==> src/rtl/control_unit_pipe_pkg.sv <==
// Shared definitions for the decode-stage control unit.
//   - opcode encodings (low three bits; any higher opcode bit makes it illegal)
//   - bit positions inside the 9-bit control bundle
//       {regdst, alusrc, memtoreg, regwrite, memread, memwrite, branch, aluop[1:0]}
//   - NOP bundle constant, FSM state type, opcode legality helper
package control_unit_pipe_pkg;

    localparam int CTRL_W = 9;

    typedef logic [CTRL_W-1:0] ctrl_t;

    localparam logic [2:0] OP_RTYPE = 3'b000;
    localparam logic [2:0] OP_IMMB  = 3'b001;
    localparam logic [2:0] OP_ILL2  = 3'b010;
    localparam logic [2:0] OP_ILL3  = 3'b011;
    localparam logic [2:0] OP_LW    = 3'b100;
    localparam logic [2:0] OP_SW    = 3'b101;
    localparam logic [2:0] OP_BEQ   = 3'b110;
    localparam logic [2:0] OP_IMM   = 3'b111;

    localparam int IDX_REGDST   = 8;
    localparam int IDX_ALUSRC   = 7;
    localparam int IDX_MEMTOREG = 6;
    localparam int IDX_REGWRITE = 5;
    localparam int IDX_MEMREAD  = 4;
    localparam int IDX_MEMWRITE = 3;
    localparam int IDX_BRANCH   = 2;
    localparam int IDX_ALUOP_HI = 1;
    localparam int IDX_ALUOP_LO = 0;

    localparam ctrl_t CTRL_NOP = 9'b0_0_0_0_0_0_0_00;

    typedef enum logic [0:0] {
        ST_RUN   = 1'b0,
        ST_FLUSH = 1'b1
    } state_t;

    // An opcode is legal when no bit above [2] is set and it is not 010/011.
    function automatic logic op_is_legal(input logic [2:0] op_low, input logic op_upper);
        return (!op_upper) && (op_low != OP_ILL2) && (op_low != OP_ILL3);
    endfunction

endpackage

==> src/rtl/control_unit_pipe_decode.sv <==
// control_decode_rom: combinational opcode-to-control-bundle table.
// Ports:
//   op_low    in  3  low three opcode bits
//   op_upper  in  1  any opcode bit above [2] is set (forces NOP)
//   ctrl      out 9  {regdst,alusrc,memtoreg,regwrite,memread,memwrite,branch,aluop[1:0]}
module control_decode_rom
    import control_unit_pipe_pkg::*;
(
    input  logic [2:0] op_low,
    input  logic       op_upper,
    output ctrl_t      ctrl
);

    // Opcode table; unknown or out-of-range opcodes decode to the NOP bundle.
    always_comb begin
        ctrl = CTRL_NOP;
        if (op_upper) begin
            ctrl = CTRL_NOP;
        end else begin
            case (op_low)
                OP_RTYPE: ctrl = 9'b1_0_0_1_0_0_0_00;
                OP_LW:    ctrl = 9'b0_1_1_1_1_0_0_11;
                OP_SW:    ctrl = 9'b0_1_0_0_0_1_0_11;
                OP_IMM:   ctrl = 9'b0_1_0_1_0_0_0_11;
                OP_BEQ:   ctrl = 9'b0_0_0_0_0_0_1_01;
                OP_IMMB:  ctrl = 9'b0_1_0_1_0_0_0_10;
                default:  ctrl = CTRL_NOP;
            endcase
        end
    end

endmodule

==> src/rtl/control_unit_pipe.sv <==
// control_unit_pipe: decode-stage control unit with the ID/EX control register.
// Decodes the ID opcode, registers the control bundle into EX, inserts a
// one-cycle load-use bubble (with stall to PC and IF/ID) and BR_FLUSH_CYC
// bubbles after every taken branch. Counts inserted bubbles (saturating).
// Optional feature macro: CTRL_ILLEGAL_TRAP_EN (illegal opcodes are bubbled,
// counted and set the sticky illegal_op output).
// Ports:
//   clk, rst (async, active-high)
//   id_valid, id_opcode[OPW], id_rs[REGW], id_rt[REGW], ex_branch_taken  (inputs)
//   stall (combinational), ex_valid, ex_regdst, ex_alusrc, ex_memtoreg,
//   ex_regwrite, ex_memread, ex_memwrite, ex_branch, ex_aluop[2],
//   ex_rt[REGW], bubble_cnt[CNTW], illegal_op (trap build only)
module control_unit_pipe
    import control_unit_pipe_pkg::*;
#(
    parameter int OPW          = 3,
    parameter int REGW         = 3,
    parameter int BR_FLUSH_CYC = 1,
    parameter int CNTW         = 16
) (
    input  logic            clk,
    input  logic            rst,
    input  logic            id_valid,
    input  logic [OPW-1:0]  id_opcode,
    input  logic [REGW-1:0] id_rs,
    input  logic [REGW-1:0] id_rt,
    input  logic            ex_branch_taken,
    output logic            stall,
    output logic            ex_valid,
    output logic            ex_regdst,
    output logic            ex_alusrc,
    output logic            ex_memtoreg,
    output logic            ex_regwrite,
    output logic            ex_memread,
    output logic            ex_memwrite,
    output logic            ex_branch,
    output logic [1:0]      ex_aluop,
    output logic [REGW-1:0] ex_rt,
    output logic [CNTW-1:0] bubble_cnt
`ifdef CTRL_ILLEGAL_TRAP_EN
    ,
    output logic            illegal_op
`endif
);

    // Flush counter only needs to hold BR_FLUSH_CYC-1 (at most 2).
    localparam int              FCW        = 2;
    localparam logic [FCW-1:0]  FLUSH_LOAD = FCW'(BR_FLUSH_CYC - 1);

    state_t          state_r;
    state_t          state_nx_s;
    logic [FCW-1:0]  flush_cnt_r;
    logic [FCW-1:0]  flush_cnt_nx_s;
    ctrl_t           ex_ctrl_r;
    ctrl_t           dec_ctrl_s;
    logic [2:0]      op_low_s;
    logic            op_upper_s;
    logic            rt_used_s;
    logic            haz_s;
    logic            illegal_s;
    logic            bubble_s;
    logic            trap_s;

    assign op_low_s   = id_opcode[2:0];
    assign op_upper_s = |(id_opcode >> 3'd3);

    control_decode_rom u_rom (
        .op_low   (op_low_s),
        .op_upper (op_upper_s),
        .ctrl     (dec_ctrl_s)
    );

    // Only R-type, sw and beq actually read rt, so only they hazard on it.
    assign rt_used_s = (!op_upper_s) &&
                       ((op_low_s == OP_RTYPE) || (op_low_s == OP_SW) || (op_low_s == OP_BEQ));

    assign haz_s = ex_valid && ex_memread && id_valid &&
                   ((id_rs == ex_rt) || ((id_rt == ex_rt) && rt_used_s));

`ifdef CTRL_ILLEGAL_TRAP_EN
    assign illegal_s = id_valid && !op_is_legal(op_low_s, op_upper_s);
`else
    assign illegal_s = 1'b0;
`endif

    // Next-state, stall and bubble selection; branch flush has priority over load-use.
    always_comb begin
        state_nx_s     = state_r;
        flush_cnt_nx_s = flush_cnt_r;
        stall          = 1'b0;
        bubble_s       = 1'b0;
        trap_s         = 1'b0;
        case (state_r)
            ST_RUN: begin
                if (ex_branch_taken) begin
                    bubble_s = 1'b1;
                    if (BR_FLUSH_CYC > 1) begin
                        state_nx_s     = ST_FLUSH;
                        flush_cnt_nx_s = FLUSH_LOAD;
                    end else begin
                        state_nx_s = ST_RUN;
                    end
                end else if (haz_s) begin
                    stall    = 1'b1;
                    bubble_s = 1'b1;
                end else if (illegal_s) begin
                    bubble_s = 1'b1;
                    trap_s   = 1'b1;
                end else begin
                    bubble_s = 1'b0;
                end
            end
            ST_FLUSH: begin
                bubble_s = 1'b1;
                if (ex_branch_taken) begin
                    flush_cnt_nx_s = FLUSH_LOAD;
                end else if (flush_cnt_r == 2'd1) begin
                    state_nx_s = ST_RUN;
                end else begin
                    flush_cnt_nx_s = flush_cnt_r - 2'd1;
                end
            end
            default: begin
                state_nx_s     = ST_RUN;
                flush_cnt_nx_s = 2'd0;
            end
        endcase
    end

    // FSM state and flush counter.
    always_ff @(posedge clk or posedge rst) begin
        if (rst) begin
            state_r     <= ST_RUN;
            flush_cnt_r <= 2'd0;
        end else begin
            state_r     <= state_nx_s;
            flush_cnt_r <= flush_cnt_nx_s;
        end
    end

    // ID/EX control register; ex_rt always follows id_rt, even for bubbles.
    always_ff @(posedge clk or posedge rst) begin
        if (rst) begin
            ex_valid  <= 1'b0;
            ex_ctrl_r <= CTRL_NOP;
            ex_rt     <= '0;
        end else begin
            ex_rt <= id_rt;
            if (bubble_s || !id_valid) begin
                ex_valid  <= 1'b0;
                ex_ctrl_r <= CTRL_NOP;
            end else begin
                ex_valid  <= 1'b1;
                ex_ctrl_r <= dec_ctrl_s;
            end
        end
    end

    // Saturating count of inserted bubbles.
    always_ff @(posedge clk or posedge rst) begin
        if (rst) begin
            bubble_cnt <= '0;
        end else if (bubble_s && (bubble_cnt != {CNTW{1'b1}})) begin
            bubble_cnt <= bubble_cnt + {{(CNTW-1){1'b0}}, 1'b1};
        end else begin
            bubble_cnt <= bubble_cnt;
        end
    end

`ifdef CTRL_ILLEGAL_TRAP_EN
    // Sticky illegal-opcode flag, cleared only by reset.
    always_ff @(posedge clk or posedge rst) begin
        if (rst) begin
            illegal_op <= 1'b0;
        end else if (trap_s) begin
            illegal_op <= 1'b1;
        end else begin
            illegal_op <= illegal_op;
        end
    end
`else
    logic unused_trap_s;
    assign unused_trap_s = trap_s;
`endif

    assign ex_regdst   = ex_ctrl_r[IDX_REGDST];
    assign ex_alusrc   = ex_ctrl_r[IDX_ALUSRC];
    assign ex_memtoreg = ex_ctrl_r[IDX_MEMTOREG];
    assign ex_regwrite = ex_ctrl_r[IDX_REGWRITE];
    assign ex_memread  = ex_ctrl_r[IDX_MEMREAD];
    assign ex_memwrite = ex_ctrl_r[IDX_MEMWRITE];
    assign ex_branch   = ex_ctrl_r[IDX_BRANCH];
    assign ex_aluop    = ex_ctrl_r[IDX_ALUOP_HI:IDX_ALUOP_LO];

endmodule

==> config.mk <==
export PLATFORM = sky130hd
export DESIGN_NAME = control_unit_pipe
export DESIGN_NICKNAME = d
export VERILOG_FILES = /design/src/rtl/control_unit_pipe_pkg.sv /design/src/rtl/control_unit_pipe_decode.sv /design/src/rtl/control_unit_pipe.sv
export SDC_FILE = /design/constraint.sdc
export NUM_CORES = 1
export LEC_CHECK = 0
export CAP_MARGIN = 20
export CORE_UTILIZATION = 45
export CTS_BUF_LIST = sky130_fd_sc_hd__clkbuf_8
export CTS_CLUSTER_SIZE = 12
export DETAILED_ROUTE_END_ITERATION = 10
export PLACE_DENSITY = 0.88
export SYNTH_ARGS = -nofsm -noshare
export SYNTH_HDL_FRONTEND = slang
export SYNTH_SLANG_ARGS = --single-unit
==> constraint.sdc <==
create_clock -name clk -period 2.6 [get_ports clk]
set_clock_uncertainty 0.15 [all_clocks]
set_input_delay 0.39 -clock clk [delete_from_list [all_inputs] [get_ports clk]]
set_output_delay 0.39 -clock clk [all_outputs]
set_load 0.05 [all_outputs]
==> flow_summary.yaml <==
detailed_routing:
  dr.first_iter.drc_count: 18
  drtPass1Iterations: 9
  drc: 3
  wire_per_inst_um: 13.8
  vias_per_cell: 5.39
  ant_nets: 0
  routed_wl_mm: 2.94
  routed-via-count: 1149
finish:
  num-fill-cells: 219
  antennaDiodeCount: 0
  final_cell_mix: "clkdlybuf4s50_1, dfrtp_1, xor2_1, nor3_1, nand2_1"
  fin_nets: 196
  layout_commonest_cell: "clkdlybuf4s50_1"
  final_cell_count_no_fill: 213
  syn_to_final_growth_pct: 40.7
  drive_gt1_share_pct: 11.0
setup_path:
  critPathMaxFanout: 6
  rr_endpoint: "bubble_cnt[13]"
  critPathArrivalTime_ns: 1.83
  endpoint_kind: "output pin"
  reg2reg_depth: 5
  required_ns: 2.06
  r2r_setup_slack_ns: 0.54
  cp-start-kind: "primary input"
  reg2reg_from: "bubble_cnt[2]"
  crit_type: "in -> out"
global_route:
  grt_pass1_vias: 1118
  grtUsageTotal_pct: 20.0
  grt_pass1_wl_mm: 4.95
  grt_start_max_net_pins: 31
  use_met2_pct: 33.7
  grt_use_met1_pct: 23.9
  use_met3_pct: 7.59
  grt_most_used_layer: "met2"
  grt_overflow: 0
  antenna_found_initial: 0
placed_design:
  dpl.cell_count: 205
  place_hpwl_mm: 2.19
  gp_congestion: 0.849
  numPortBuffers: 42
die:
  ios: 43
  num_rows: 19
  die_h_um: 58.0
  die_area_sq_mm: 0.00337
  coreArea_sq_mm: 0.00285
  die_w_um: 58.0
  initial_core_util_pct: 49.5
clocking:
  clkTransAtPathRegs_ns: 0.06
  cts_made_buffers: 5
  root_buffer: "clkbuf_8"
  cts-resized-gates: 0
  cts_buffer_depth: 2
  clock_latency_ns: 0.28
  h-tree-depth: 2
  cts_num_sinks: 30
  cts_tree: "built"
  hold_buffers: 0
  cts_setup_buffers: 0
sta:
  drv_slew: 0
  rsz0062_at_grt: "false"
  timing.slew.headroom_pct: 66.1
  period_minus_slack_ns: 2.37
  fmax_mhz: 421
  worst_hold_slack_ns: 0.326
  fin_setup_tns_ns: 0
  hold_viol: 0
  setup_viol: 0
  worstMarginPinSlew_ns: 0.507
  fin_crit_sh_pct: 91.3
hold_path:
  hp-class: "in -> async"
power:
  p_leak_nw: 0.898
  ir_worst_vdd_mv: 0.729
  p_per_area_mw_per_mm2: 731
status:
  failed_checks: "DRC"
  outcome: "finished, violations left"
logic_synthesis:
  syn_avg_cell_area_sq_um: 10.8
  yosysUniqueCellTypes: 34
  synth_cells: 131
  synth_seq_area_share_pct: 53.1
  synth_warnings: 0
  netlist_area_sq_mm: 0.00141
  synth_nets: 146
  ys_ff_latch: 30
run:
  maxCapViolCount: 0
## layout make-up
| class | instances | area (sq um) | area share, % |
|---|---|---|---|
| clock buffer | 6 | 82.6 | 4.15 |
| inverter | 7 | 26.3 | 1.32 |
| timing repair buffer | 46 | 460 | 23.2 |
| clock inverter | 2 | 8.76 | 0.441 |
| multi-input combinational | 91 | 621 | 31.2 |
| sequential | 30 | 751 | 37.8 |
| tap | 31 | 38.8 | 1.95 |
## cell usage after synthesis
cell | instances | area, sq um
nor2_1 | 5 | 18.8
a21o_1 | 2 | 15.0
nor3_1 | 12 | 60.1
and4_1 | 1 | 8.76
and3_2 | 1 | 7.51
nand4b_1 | 1 | 8.76
buf_4 | 2 | 15.0
xor2_1 | 16 | 140
nor4_1 | 3 | 18.8
dfrtp_1 | 30 | 751
nor4b_1 | 1 | 8.76
mux2i_1 | 1 | 10.0
or3b_4 | 1 | 11.3
nand2_1 | 9 | 33.8
a211oi_2 | 1 | 12.5
or3_1 | 1 | 6.26
nor3b_1 | 1 | 7.51
nand3_1 | 5 | 25.0
o31ai_1 | 2 | 15.0
xnor2_1 | 4 | 35.0
a21oi_1 | 3 | 15.0
nand4_1 | 4 | 25.0
o21ai_0 | 3 | 15.0
a221oi_1 | 1 | 8.76
or2_2 | 1 | 6.26
ha_1 | 2 | 25.0
mux2_2 | 2 | 22.5
o22ai_1 | 1 | 6.26
nand2b_1 | 3 | 18.8
and4_2 | 1 | 10.0
buf_2 | 1 | 5.00
inv_1 | 7 | 26.3
and3_1 | 2 | 12.5
nand3b_1 | 1 | 7.51
## worst max-delay path, stage by stage
cell and delay (ns):
clkdlybuf4s50_1 0.61, xor2_1 0.18, a21o_1 0.19, a21oi_1 0.09, nor3_2 0.20, buf_12 0.17
## per-layer routing
metal / up-vias / wire (um)
met5: - / 0
met4: 0 / 38
met3: 3 / 189
met2: 42 / 1460
met1: 545 / 1250
li1: 559 / -
## per-stage QoR
stage	utilization (%)	instance area (sq um)	setup WS (ns)	power [mW]
floorplan	-	1420	0.220	0.902
global placement	66.5	1900	0.185	1.07
detailed placement	66.5	1900	0.100	1.09
CTS	69.7	1990	0.226	1.47
global route	69.7	1990	0.126	1.53
finish	69.7	1990	0.227	1.45
## worst max path at each step
stage	start	endpoint	slack, ns	depth (start not counted)
after global routing	id_opcode[1]	stall	0.13	6
after detailed placement	id_valid	bubble_cnt[8]	0.10	7
after floorplan	ex_rt[1]	stall	0.22	4
after global placement	id_valid	bubble_cnt[8]	0.19	7
final	id_opcode[1]	stall	0.23	6
after CTS	id_rs[2]	stall	0.23	7
## state kept, by name, summed over array words and instances (netlist names)
name / flops
ex_rt: 3
state_r: 1
ex_valid: 1
flush_cnt_r: 2
ex_ctrl_r: 7
bubble_cnt: 16
## cell families after synthesis
group	Yosys count	share of synthesized area [%]
simple gates	53	20.9
flops	30	53.1
xor+xnor	20	12.4
compound gates	13	6.20
buf+inv	10	3.28
mux	3	2.30
fa+ha+maj	2	1.77
## where the power goes
part           leakage (nW)  total (mW)  switching [mW]  internal (mW)
registers             0.377       0.595          0.0708          0.524
logic                 0.469       0.483           0.310          0.173
clock network        0.0524       0.376           0.167          0.209
(Power assumes the default switching activity.)
